File: src/rtl/register_feed_fifo_pkg.sv
// register_feed_fifo_pkg: constants shared between the feed FIFO and the 16-bit Register it drives
package register_feed_fifo_pkg;
  localparam int WORD_WIDTH = 16;
  localparam int FIFO_DEPTH = 4;
  localparam int FIFO_ADDR_BITS = $clog2(FIFO_DEPTH);
endpackage

File: src/rtl/register_feed_fifo_if.sv
// register_feed_fifo_if: producer-side and consumer-side handshake bundle of the feed FIFO
interface register_feed_fifo_if
  import register_feed_fifo_pkg::*;
#(
  parameter int WIDTH = WORD_WIDTH,
  parameter int ADDR_BITS = FIFO_ADDR_BITS
);
  logic [WIDTH-1:0] in_data;
  logic in_valid;
  logic in_ready;
  logic [WIDTH-1:0] out_data;
  logic out_valid;
  logic out_ready;
  logic [ADDR_BITS:0] count;
  modport master (output in_data, in_valid, out_ready, input in_ready, out_data, out_valid, count);
  modport slave (input in_data, in_valid, out_ready, output in_ready, out_data, out_valid, count);
endinterface

File: src/rtl/register_feed_fifo_wrap_counter.sv
// register_feed_fifo_wrap_counter: pointer that increments on enable and wraps modulo 2**BITS
module register_feed_fifo_wrap_counter #(
  parameter int BITS = 2
) (
  input  logic            clock,
  input  logic            reset,
  input  logic            en_i,
  output logic [BITS-1:0] q_o
);
  logic [BITS-1:0] cnt_q;
  always_ff @(posedge clock or posedge reset)
    if (reset) cnt_q <= '0;
    else if (en_i) cnt_q <= cnt_q + 1'b1;
  assign q_o = cnt_q;
endmodule

File: src/rtl/register_feed_fifo.sv
// register_feed_fifo: first-word fall-through FIFO whose pop strobe enables the downstream Register
module register_feed_fifo
  import register_feed_fifo_pkg::*;
#(
  parameter int WIDTH = WORD_WIDTH,
  parameter int DEPTH = FIFO_DEPTH,
  parameter int ADDR_BITS = $clog2(DEPTH)
) (
  input logic clock,
  input logic reset,
  register_feed_fifo_if.slave bus
);
  logic [WIDTH-1:0] mem_q [DEPTH];
  logic [ADDR_BITS:0] count_q, count_d;
  logic [ADDR_BITS-1:0] wr_ptr, rd_ptr;
  logic push, pop, full, empty;
  assign full = count_q == (ADDR_BITS+1)'(DEPTH);
  assign empty = count_q == '0;
  assign push = bus.in_valid && !full;
  assign pop = bus.out_ready && !empty;
  always_comb count_d = (push && !pop) ? count_q + 1'b1 : (pop && !push) ? count_q - 1'b1 : count_q;
  always_ff @(posedge clock or posedge reset)
    if (reset) count_q <= '0;
    else count_q <= count_d;
  // storage is left uncleared by reset; out_data masks it while empty
  always_ff @(posedge clock)
    if (push) mem_q[wr_ptr] <= bus.in_data;
  register_feed_fifo_wrap_counter #(.BITS(ADDR_BITS)) u_wr (.clock(clock), .reset(reset), .en_i(push), .q_o(wr_ptr));
  register_feed_fifo_wrap_counter #(.BITS(ADDR_BITS)) u_rd (.clock(clock), .reset(reset), .en_i(pop), .q_o(rd_ptr));
  assign bus.in_ready = !full;
  assign bus.out_valid = !empty;
  assign bus.count = count_q;
  assign bus.out_data = empty ? '0 : mem_q[rd_ptr];
endmodule

File: src/flat_wrapper.sv
// flat-port wrapper written by rule: the top's interface ports become plain ports
module register_feed_fifo_flat import register_feed_fifo_pkg::*;
#(
  parameter int WIDTH = WORD_WIDTH,
  parameter int DEPTH = FIFO_DEPTH,
  parameter int ADDR_BITS = $clog2(DEPTH)
)
  (clock, reset, bus_in_data, bus_in_valid, bus_out_ready, bus_in_ready, bus_out_data, bus_out_valid, bus_count);
  register_feed_fifo_if #(.WIDTH(WIDTH), .ADDR_BITS(ADDR_BITS)) bus_i ();
  input logic clock;
  input logic reset;
  input wire logic [$bits(bus_i.in_data)-1:0] bus_in_data;
  input wire logic [$bits(bus_i.in_valid)-1:0] bus_in_valid;
  input wire logic [$bits(bus_i.out_ready)-1:0] bus_out_ready;
  output wire logic [$bits(bus_i.in_ready)-1:0] bus_in_ready;
  output wire logic [$bits(bus_i.out_data)-1:0] bus_out_data;
  output wire logic [$bits(bus_i.out_valid)-1:0] bus_out_valid;
  output wire logic [$bits(bus_i.count)-1:0] bus_count;
  assign bus_i.in_data = bus_in_data;
  assign bus_i.in_valid = bus_in_valid;
  assign bus_i.out_ready = bus_out_ready;
  assign bus_in_ready = bus_i.in_ready;
  assign bus_out_data = bus_i.out_data;
  assign bus_out_valid = bus_i.out_valid;
  assign bus_count = bus_i.count;
  register_feed_fifo #(.WIDTH(WIDTH), .DEPTH(DEPTH), .ADDR_BITS(ADDR_BITS)) u_core (.clock(clock), .reset(reset), .bus(bus_i));
endmodule
File: config.mk
export PLATFORM = sky130hd
export DESIGN_NAME = register_feed_fifo_flat
export DESIGN_NICKNAME = d
export VERILOG_FILES = /design/src/rtl/register_feed_fifo_pkg.sv /design/src/rtl/register_feed_fifo_if.sv /design/src/rtl/register_feed_fifo_wrap_counter.sv /design/src/rtl/register_feed_fifo.sv /design/src/flat_wrapper.sv
export SDC_FILE = /design/constraint.sdc
export NUM_CORES = 1
export LEC_CHECK = 0
export CAP_MARGIN = 30
export CORE_UTILIZATION = 55
export CTS_CLUSTER_DIAMETER = 60
export DETAILED_ROUTE_END_ITERATION = 8
export PLACE_DENSITY = 0.79
export SLEW_MARGIN = 20
export SYNTH_ARGS = -nofsm -noshare
export SYNTH_HDL_FRONTEND = slang
export SYNTH_SLANG_ARGS = --single-unit
File: constraint.sdc
create_clock -name clock -period 5.7 [get_ports clock]
set_clock_uncertainty 0.05 [all_clocks]
set_input_delay 1.14 -clock clock [delete_from_list [all_inputs] [get_ports clock]]
set_output_delay 1.14 -clock clock [all_outputs]
set_load 0.005 [all_outputs]
Word level (Yosys, flattened, before mapping)
Memory sizes are Yosys's and may differ from the RTL's.
Index checks and enable logic that the tools add are counted.
W data, S select, Z words.
{ "op_classes": {"add_sub_neg": 4, "eq_ne": 1, "mux": 5, "n_reduce_logical": 10} }
{ "op_table": {"columns": ["operator", "count"], "rows": [
  ["$mux W16", 1],
  ["$mux W3", 2],
  ["$add A2 B1 Y2 const B", 2],
  ["$logic_and A1 B1 Y1", 4],
  ["$logic_not A1 Y1", 4],
  ["$add A3 B1 Y3 const B", 1],
  ["$eq A3 B3 Y1 const B", 1],
  ["$logic_not A3 Y1", 1],
  ["$sub A3 B1 Y3 const B", 1],
  ["$mux W1", 2],
  ["$reduce_bool A2 Y1", 1]
]} }
{ "totals": {"regBits": 7, "ramBits": 64, "input_bits": 20, "out_inout_bits": 21, "wordCells": 24, "memories": 1} }
{ "memory_table": {"columns": ["memory", "words", "width", "rd", "rd_clocked_by_memory_dff", "wr", "line_no", "rtl"], "rows": [
  ["u_core.mem_q", 4, 16, 1, 0, 1, "register_feed_fifo.sv:13", "logic [WIDTH-1:0] mem_q [DEPTH];"]
]} }

Longest topological paths before layout
Gate-level depths: netlist of the first run.
{ "logic_depth": {"ltp_word": 7, "ltp_mapped": 9, "ltp_nobuf": 8} }

Cells and area by module
From an unflattened synthesis of the first run, not the netlist that was laid out.
{ "hier_totals": {"hier_cells": 136, "area_unflattened_um2": 2820.2} }
{ "modules_own_cells": {"columns": ["mod", "n_inst", "cells_per_inst", "area_each_um2", "seq_area_each_um2"], "rows": [
  ["register_feed_fifo", 1, 124, 2670.1, 1996.9],
  ["register_feed_fifo_wrap_counter", 2, 6, 75.1, 50.0]
]} }

Least setup slack after synthesis of the first run
No wires, ideal clock.
{ "synth_path": {"path_kind": "in2reg", "start": "input bus_in_valid", "end": "register u_core.count_q[2] (netlist: u_core.bus.count[2])", "setup_ps": 79, "arrival_ps": 2388, "required_ps": 5571, "slack_ps": 3183, "cell_stages": 7, "n_path_buf": 0, "cell_sequence": "a21boi_2 ha_1 inv_1 fa_1 xor2_1 nor2_1 xor2_1"} }
{ "synth_via": {"elab_chain_cells": 4, "elab_cells_between_ends": 6, "classes_between": "1 x mux; 5 x reduce/logical"} }
{ "synth_lines": {"columns": ["element", "line_no", "rtl"], "rows": [
  ["start: declaration", "flat_wrapper.sv:13", "input wire logic [$bits(bus_i.in_valid)-1:0] bus_in_valid;"],
  ["$logic_and A1 B1 Y1 (*)", "register_feed_fifo.sv:19", "assign push = bus.in_valid && !full;"],
  ["$logic_not A1 Y1", "register_feed_fifo.sv:21", "always_comb count_d = (push && !pop) ? count_q + 1'b1 : (pop && !push) ? count_q - 1'b1 : count_q;"],
  ["$logic_and A1 B1 Y1", "register_feed_fifo.sv:21", null],
  ["$reduce_bool A2 Y1 (no line)", null, null],
  ["end signal: assignment", "register_feed_fifo.sv:24", "else count_q <= count_d;"],
  ["end: declaration", "register_feed_fifo.sv:14", "logic [ADDR_BITS:0] count_q, count_d;"]
]} }
Mark *: on every way between the ends. The rest lies on a longest branch, timed or not.
A chain may end at the register's enable or synchronous reset.

Worst setup path in the final report of the first run
{ "layout_path": {"start": "register u_core.u_rd.cnt_q[0] (netlist: u_core.u_rd.q_o[0])", "end": "output bus_out_data[6]"} }
{ "layout_via": {"elab_chain_cells": 2} }
{ "layout_lines": {"columns": ["element", "line_no", "rtl"], "rows": [
  ["start: declaration", "register_feed_fifo_wrap_counter.sv:10", "logic [BITS-1:0] cnt_q;"],
  ["start signal: assignment", "register_feed_fifo_wrap_counter.sv:13", "else if (en_i) cnt_q <= cnt_q + 1'b1;"],
  ["$mem_v2 Z4 W16", null, null],
  ["$mux W16", "register_feed_fifo.sv:33", "assign bus.out_data = empty ? '0 : mem_q[rd_ptr];"],
  ["end: declaration", "flat_wrapper.sv:16", "output wire logic [$bits(bus_i.out_data)-1:0] bus_out_data;"]
]} }
No other way between the ends.

==> impl_metrics.env, run 1 <==
export IMPL_power_frac_clock=0.185
export IMPL_max_slew_margin=0.433
export IMPL_drtIter0Drc=80
export IMPL_ys_async_sr_fraction=0.0986
export IMPL_cts_root_buf="clkbuf_8"
export IMPL_overflow=0
export IMPL_cts_buffer_depth=2
export IMPL_ys_warn_count=0
export IMPL_grt_start_max_net_pins=20
export IMPL_ys_ff_latch=71
export IMPL_synth_seq_area_share=0.730
export IMPL_die_h_um=74.3
export IMPL_max_freq_mhz=278
export IMPL_initial_utilization=0.589
export IMPL_p_sw_uw=474
export IMPL_synth_cells=138
export IMPL_synth_edf_count=64
export IMPL_powerDensity_nw_per_um2=495
export IMPL_synth_cell_area_um2=2870
export IMPL_cts_resized=0
export IMPL_start_kind="flip-flop"
export IMPL_wl_per_cell_um=17.4
export IMPL_vias=1362
export IMPL_ctsHoldBuffers=0
export IMPL_synthTopCellsByCount="edfxtp_1, and2_1, mux4_1, mux4_2, dfrtp_1"
export IMPL_switching_share=0.276
export IMPL_place_congestion=0.632
export IMPL_grt_total_usage=0.188
export IMPL_fillers=307
export IMPL_hold_start="u_core.bus.count[2]"
export IMPL_arrival_ns=2.41
export IMPL_ys_types=20
export IMPL_clk_pin_slew_ns=0.07
export IMPL_grt_pass1_vias=1409
export IMPL_drive_gt1_frac=0.127
export IMPL_max_stage_delay_ns=0.69
export IMPL_drtAntennaViolNets=0
export IMPL_fin_crit_ns=3.60
export IMPL_worstPathMaxFanout=10
export IMPL_p_comb_frac=0.360
export IMPL_power_frac_seq=0.455
export IMPL_hold_violations=0
export IMPL_syn_avg_cell_area_um2=20.8
export IMPL_vdd_drop_max_mv=0.300
export IMPL_clk_latency_ns=0.33
export IMPL_clkSinkCount=71
export IMPL_synth_nets=164
export IMPL_cp_cell_sequence="buf_8, mux4_1, and2_1, clkdlybuf4s50_1"
export IMPL_yosysMostFrequentCell="edfxtp_1"
export IMPL_worstHoldPathType="flip-flop to flip-flop"
export IMPL_finalCritPeriodShare=0.631
export IMPL_area_delta_synth_final_pct=21.0
export IMPL_crit_start="u_core.u_rd.q_o[0]"
export IMPL_grt_setup_unrepaired="no"
export IMPL_ys_flop_type="edfxtp_1"
export IMPL_cts_tree="yes"
export IMPL_power_leakage_nw=1.20
export IMPL_io_buffers=40
export IMPL_num_antenna_cells=0
export IMPL_drv_slew=0
export IMPL_tightestPinTransition_ns=0.851
export IMPL_ios=41
export IMPL_cp_end_kind="output port"
export IMPL_drc=0
export IMPL_slowest_stage="dfrtp_1"
export IMPL_fin_tns_setup_ns=0
export IMPL_synth_area_leader_cell="edfxtp_1"
export IMPL_cts_buffers=9
export IMPL_hpwlAfterDp_um=2760
export IMPL_setup_viol=0
export IMPL_die_area_um2=5520
export IMPL_cap_violations=0
export IMPL_power_total_mw=1.72
export IMPL_timing_rr_start="u_core.bus.count[0]"
export IMPL_post_cts_setup_buffer_count=0
export IMPL_synth_area_top_cells="edfxtp_1, mux4_1, mux4_2, dfrtp_1, and2_1"
export IMPL_antenna_found_initial=0
export IMPL_viasPerCell=5.32
export IMPL_synth_top_area_share=0.669
export IMPL_post_route_util=0.712
export IMPL_p_int_mw=1.24
export IMPL_rows=25
export IMPL_chipWidth_um=74.3
export IMPL_required_ns=4.51
export IMPL_grt_pass1_wl_um=6950
export IMPL_wirelength_um=4460
export IMPL_htreeDepth=3
export IMPL_first_pass_iters=5
export IMPL_fin_nets=210
export IMPL_status="complete, no violations"
export IMPL_core_area_um2=4880
export IMPL_worstSetupPathType="flip-flop to output port"
==> layout by cell type, fill, tap and decap left out <==
cell	count
or3_1	1
clkinv_1	4
and2_1	20
mux4_2	8
a21boi_2	1
nand3_1	1
dfrtp_1	7
fa_1	1
clkbuf_8	9
buf_8	1
mux2_2	2
ha_1	5
clkinv_2	3
mux4_1	8
nor2_1	2
edfxtp_1	64
xor2_1	2
xnor2_1	4
nand2_1	2
inv_1	4
clkdlybuf4s50_1	40
==> kinds of logic after synthesis <==
kind of cell	Yosys count	share of synthesized area
buffers and inverters	10	0.0226
flip-flops	71	0.730
multiplexers	18	0.144
AO/OA/AOI/OAI	1	0.00392
AND/OR/NAND/NOR	26	0.0527
adder cells (fa/ha/maj)	6	0.0287
XOR/XNOR	6	0.0183
==> routing by layer <==
metal,vias to the layer above,track usage,part of all wire
met2,37,0.303,0.51
li1,633,-,-
met5,-,0,0
met4,0,0.107,0.015
met3,7,0.0542,0.042
met1,685,0.230,0.43
==> worst max-delay path: cells and delay by family, from the launching register on <==
kind,cells,cell delay [ns]
buffers and inverters,2,0.67
flip-flops,1,0.69
multiplexers,1,0.54
AND/OR/NAND/NOR,1,0.18
==> flip-flops by register name, indices dropped and copies added, names as in the netlist <==
register,cells
u_core.mem_q,64
u_core.bus.count,3
u_core.u_rd.q_o,2
u_core.u_wr.q_o,2
==> power by group through the flow <==
stage | Combinational [mW] | Sequential, mW | Clock (mW)
2_1_floorplan | 0.395 | 0.740 | 0
3_3_place_gp | 0.587 | 0.801 | 0
3_5_place_dp | 0.603 | 0.813 | 0
4_1_cts | 0.604 | 0.802 | 0.324
5_1_grt | 0.683 | 0.799 | 0.343
6_report | 0.620 | 0.782 | 0.317
==> worst paths after layout <==
path | end | slack, ns | cells after the start
setup / recovery | bus_out_data[6] | 2.10 | 4
hold / removal | u_core.bus.count[2] | 0.52 | 1
hold reg to reg | u_core.bus.count[2] | 0.52 | 1
max in group asynchronous | u_core.bus.count[0] | 4.42 | 2
setup reg to reg | u_core.bus.count[2] | 3.14 | 8
min in group asynchronous | u_core.bus.count[1] | 0.97 | 2
==> final cells by class <==
| class | count | area [um2] | share of cell area |
|---|---|---|---|
| Inverter | 4 | 15.0 | 0.00432 |
| Sequential cell | 71 | 2100 | 0.603 |
| Timing Repair Buffer | 41 | 415 | 0.120 |
| Clock inverter | 7 | 30.0 | 0.00864 |
| Tap cell | 67 | 83.8 | 0.0241 |
| Clock buffer | 9 | 124 | 0.0356 |
| Multi-Input combinational cell | 57 | 711 | 0.204 |
==> per-stage QoR <==
stage	cell area, um2	setup slack (ns)	hold slack (ns)	instances
after detailed placement	3310	2.20	0.511	239
after CTS	3460	1.83	0.524	255
after global routing	3480	1.97	0.560	256
after global placement	3310	2.24	0.480	239
after floorplan	2870	3.18	0.480	138
final	3480	2.10	0.517	256
Power figures use the tool's default switching activity.
==> inputs of run 2 (changes only) <==
CORE_UTILIZATION = 53   (was 55)
PLACE_DENSITY = 0.77   (was 0.79)
clock period = 3.52 ns   (was 5.7 ns; I/O delays follow)
==> run 2 against run 1 <==
Combinational power rose by 68%. Worst setup slack worse by 1.7 ns. Via count increased by 0.95%. Hold slack improved by 0.0084 ns. Total power is 73% higher. Routed wire length is 5.0% higher. Cell count up 3.1%. First-iteration DRC count increased by 16%. Register-to-register slack got worse by 2.2 ns. Die area grew 3.7%. Core utilization down 2.3 points. Sequential power increased by 61%. Largest power group unchanged.
==> impl_metrics.env, run 2 (same netlist as run 1, synthesis figures left out) <==
export IMPL_status="complete, no violations"
export IMPL_cts_resized=0
export IMPL_fin_nets=215
export IMPL_setup_viol=0
export IMPL_drc=0
export IMPL_clkSinkCount=71
export IMPL_vdd_drop_max_mv=0.432
export IMPL_drv_slew=0
export IMPL_grt_setup_unrepaired="no"
export IMPL_die_h_um=75.6
export IMPL_die_area_um2=5720
export IMPL_fin_tns_setup_ns=0
export IMPL_vias=1375
export IMPL_cts_buffers=9
export IMPL_finalCritPeriodShare=0.883
export IMPL_grt_start_max_net_pins=20
export IMPL_required_ns=2.77
export IMPL_worstSetupPathType="flip-flop to output port"
export IMPL_arrival_ns=2.35
export IMPL_drtAntennaViolNets=0
export IMPL_antenna_found_initial=0
export IMPL_area_delta_synth_final_pct=24.2
export IMPL_cts_root_buf="clkbuf_8"
export IMPL_max_slew_margin=0.521
export IMPL_wirelength_um=4680
export IMPL_powerDensity_nw_per_um2=833
export IMPL_wl_per_cell_um=17.7
export IMPL_num_antenna_cells=0
export IMPL_worstHoldEndpoint="u_core.bus.count[2]"
export IMPL_clk_pin_slew_ns=0.06
export IMPL_regMostFlops="u_core.mem_q"
export IMPL_cp_end_kind="output port"
export IMPL_cts_buffer_depth=2
export IMPL_rows=26
export IMPL_place_congestion=0.704
export IMPL_overflow=0
export IMPL_hpwlAfterDp_um=3100
export IMPL_htreeDepth=3
export IMPL_ios=41
export IMPL_drtIter0Drc=93
export IMPL_tightestPinTransition_ns=0.718
export IMPL_final_cell_mix="edfxtp_1, clkdlybuf4s50_1, and2_1, clkbuf_8"
export IMPL_largest_register_ffs=64
export IMPL_grt_pass1_vias=1422
export IMPL_hold_start="u_core.bus.count[2]"
export IMPL_first_pass_iters=4
export IMPL_dp_cells=248
export IMPL_cts_tree="yes"
export IMPL_worstPathMaxFanout=10
export IMPL_cap_violations=0
export IMPL_start_kind="flip-flop"
export IMPL_final_cells=264
export IMPL_post_cts_setup_buffer_count=0
export IMPL_post_route_util=0.690
export IMPL_drive_gt1_frac=0.170
export IMPL_hold_violations=0
export IMPL_worstHoldPathType="flip-flop to flip-flop"
export IMPL_grt_pass1_wl_um=7020
export IMPL_fin_crit_ns=3.11
export IMPL_max_freq_mhz=322
export IMPL_ff2ff_path_depth=8
export IMPL_core_area_um2=5170
export IMPL_r2r_end="u_core.bus.count[2]"
export IMPL_r2r_slack_ns=0.99
export IMPL_viasPerCell=5.21
export IMPL_chipWidth_um=75.6
export IMPL_whs_path_depth=1
export IMPL_final_common_cell="edfxtp_1"
export IMPL_power_leakage_nw=1.25
export IMPL_ctsHoldBuffers=0
export IMPL_clk_latency_ns=0.33
export IMPL_io_buffers=40
export IMPL_initial_utilization=0.555
export IMPL_grt_total_usage=0.185
export IMPL_timing_rr_start="u_core.bus.count[0]"
[run 2: cell types whose count changed in the layout (fill, tap and decap cells not counted)]
cell	before	now
buf_4	0	6
clkinv_1	4	0
bufinv_16	0	2
buf_8	1	0
clkinv_2	3	4
clkinvlp_4	0	1
[run 2: final cells by class]
cell class              count  area, um2
fillers                   329       1610
flip-flops and latches     71       2100
repair buffers             46        445
clock buffers               9        124
clock inverters             7       87.6
multi-input cells          57        711
inverters                   4       15.0
well taps                  70       87.6
[run 2: how the worst max path moves through the flow]
stage	from	endpoint	slack, ns	depth (start not counted)
5_1_grt	u_core.u_rd.q_o[0]	bus_out_data[8]	0.30	4
4_1_cts	u_core.u_rd.q_o[0]	bus_out_data[8]	0.38	4
6_report	u_core.u_rd.q_o[0]	bus_out_data[8]	0.41	4
2_1_floorplan	u_core.bus.count[0]	u_core.bus.count[2]	1.35	9
3_5_place_dp	u_core.u_rd.q_o[0]	bus_out_data[13]	0.76	4
3_3_place_gp	u_core.u_rd.q_o[0]	bus_out_data[8]	0.77	4
[run 2: critical path, stage by stage (launching register included)]
cell             delay (ns)
dfrtp_1                0.64
buf_4                  0.26
mux4_2                 0.50
and2_1                 0.17
clkdlybuf4s50_1        0.45
[run 2: power by group]
part	switching [mW]	internal, mW	total [mW]
clock	0.281	0.393	0.674
sequential	0.136	1.13	1.26
combinational	0.375	0.660	1.04
[run 2: metal layers]
layer,global-route usage,vias up,wire length (um)
met2,0.315,41,2530
met5,0,-,0
li1,-,640,-
met3,0.0556,5,229
met1,0.225,689,1880
met4,0.0679,0,40
[run 2: stage by stage]
stage          cell area, um2  hold WS [ns]  setup slack, ns  power (mW)
2_1_floorplan            2870         0.457             1.35        1.84
3_3_place_gp             3360         0.480            0.766        2.28
4_1_cts                  3570         0.519            0.375        3.01
5_1_grt                  3570         0.542            0.299        3.14
3_5_place_dp             3360         0.503            0.757        2.33
6_report                 3570         0.525            0.413        2.97
==> inputs of run 3 (changes only) <==
HOLD_SLACK_MARGIN = 0.08   (was not set)
==> results of run 3 <==
No change in the layout: final DEF, timing and power equal those of run 2.
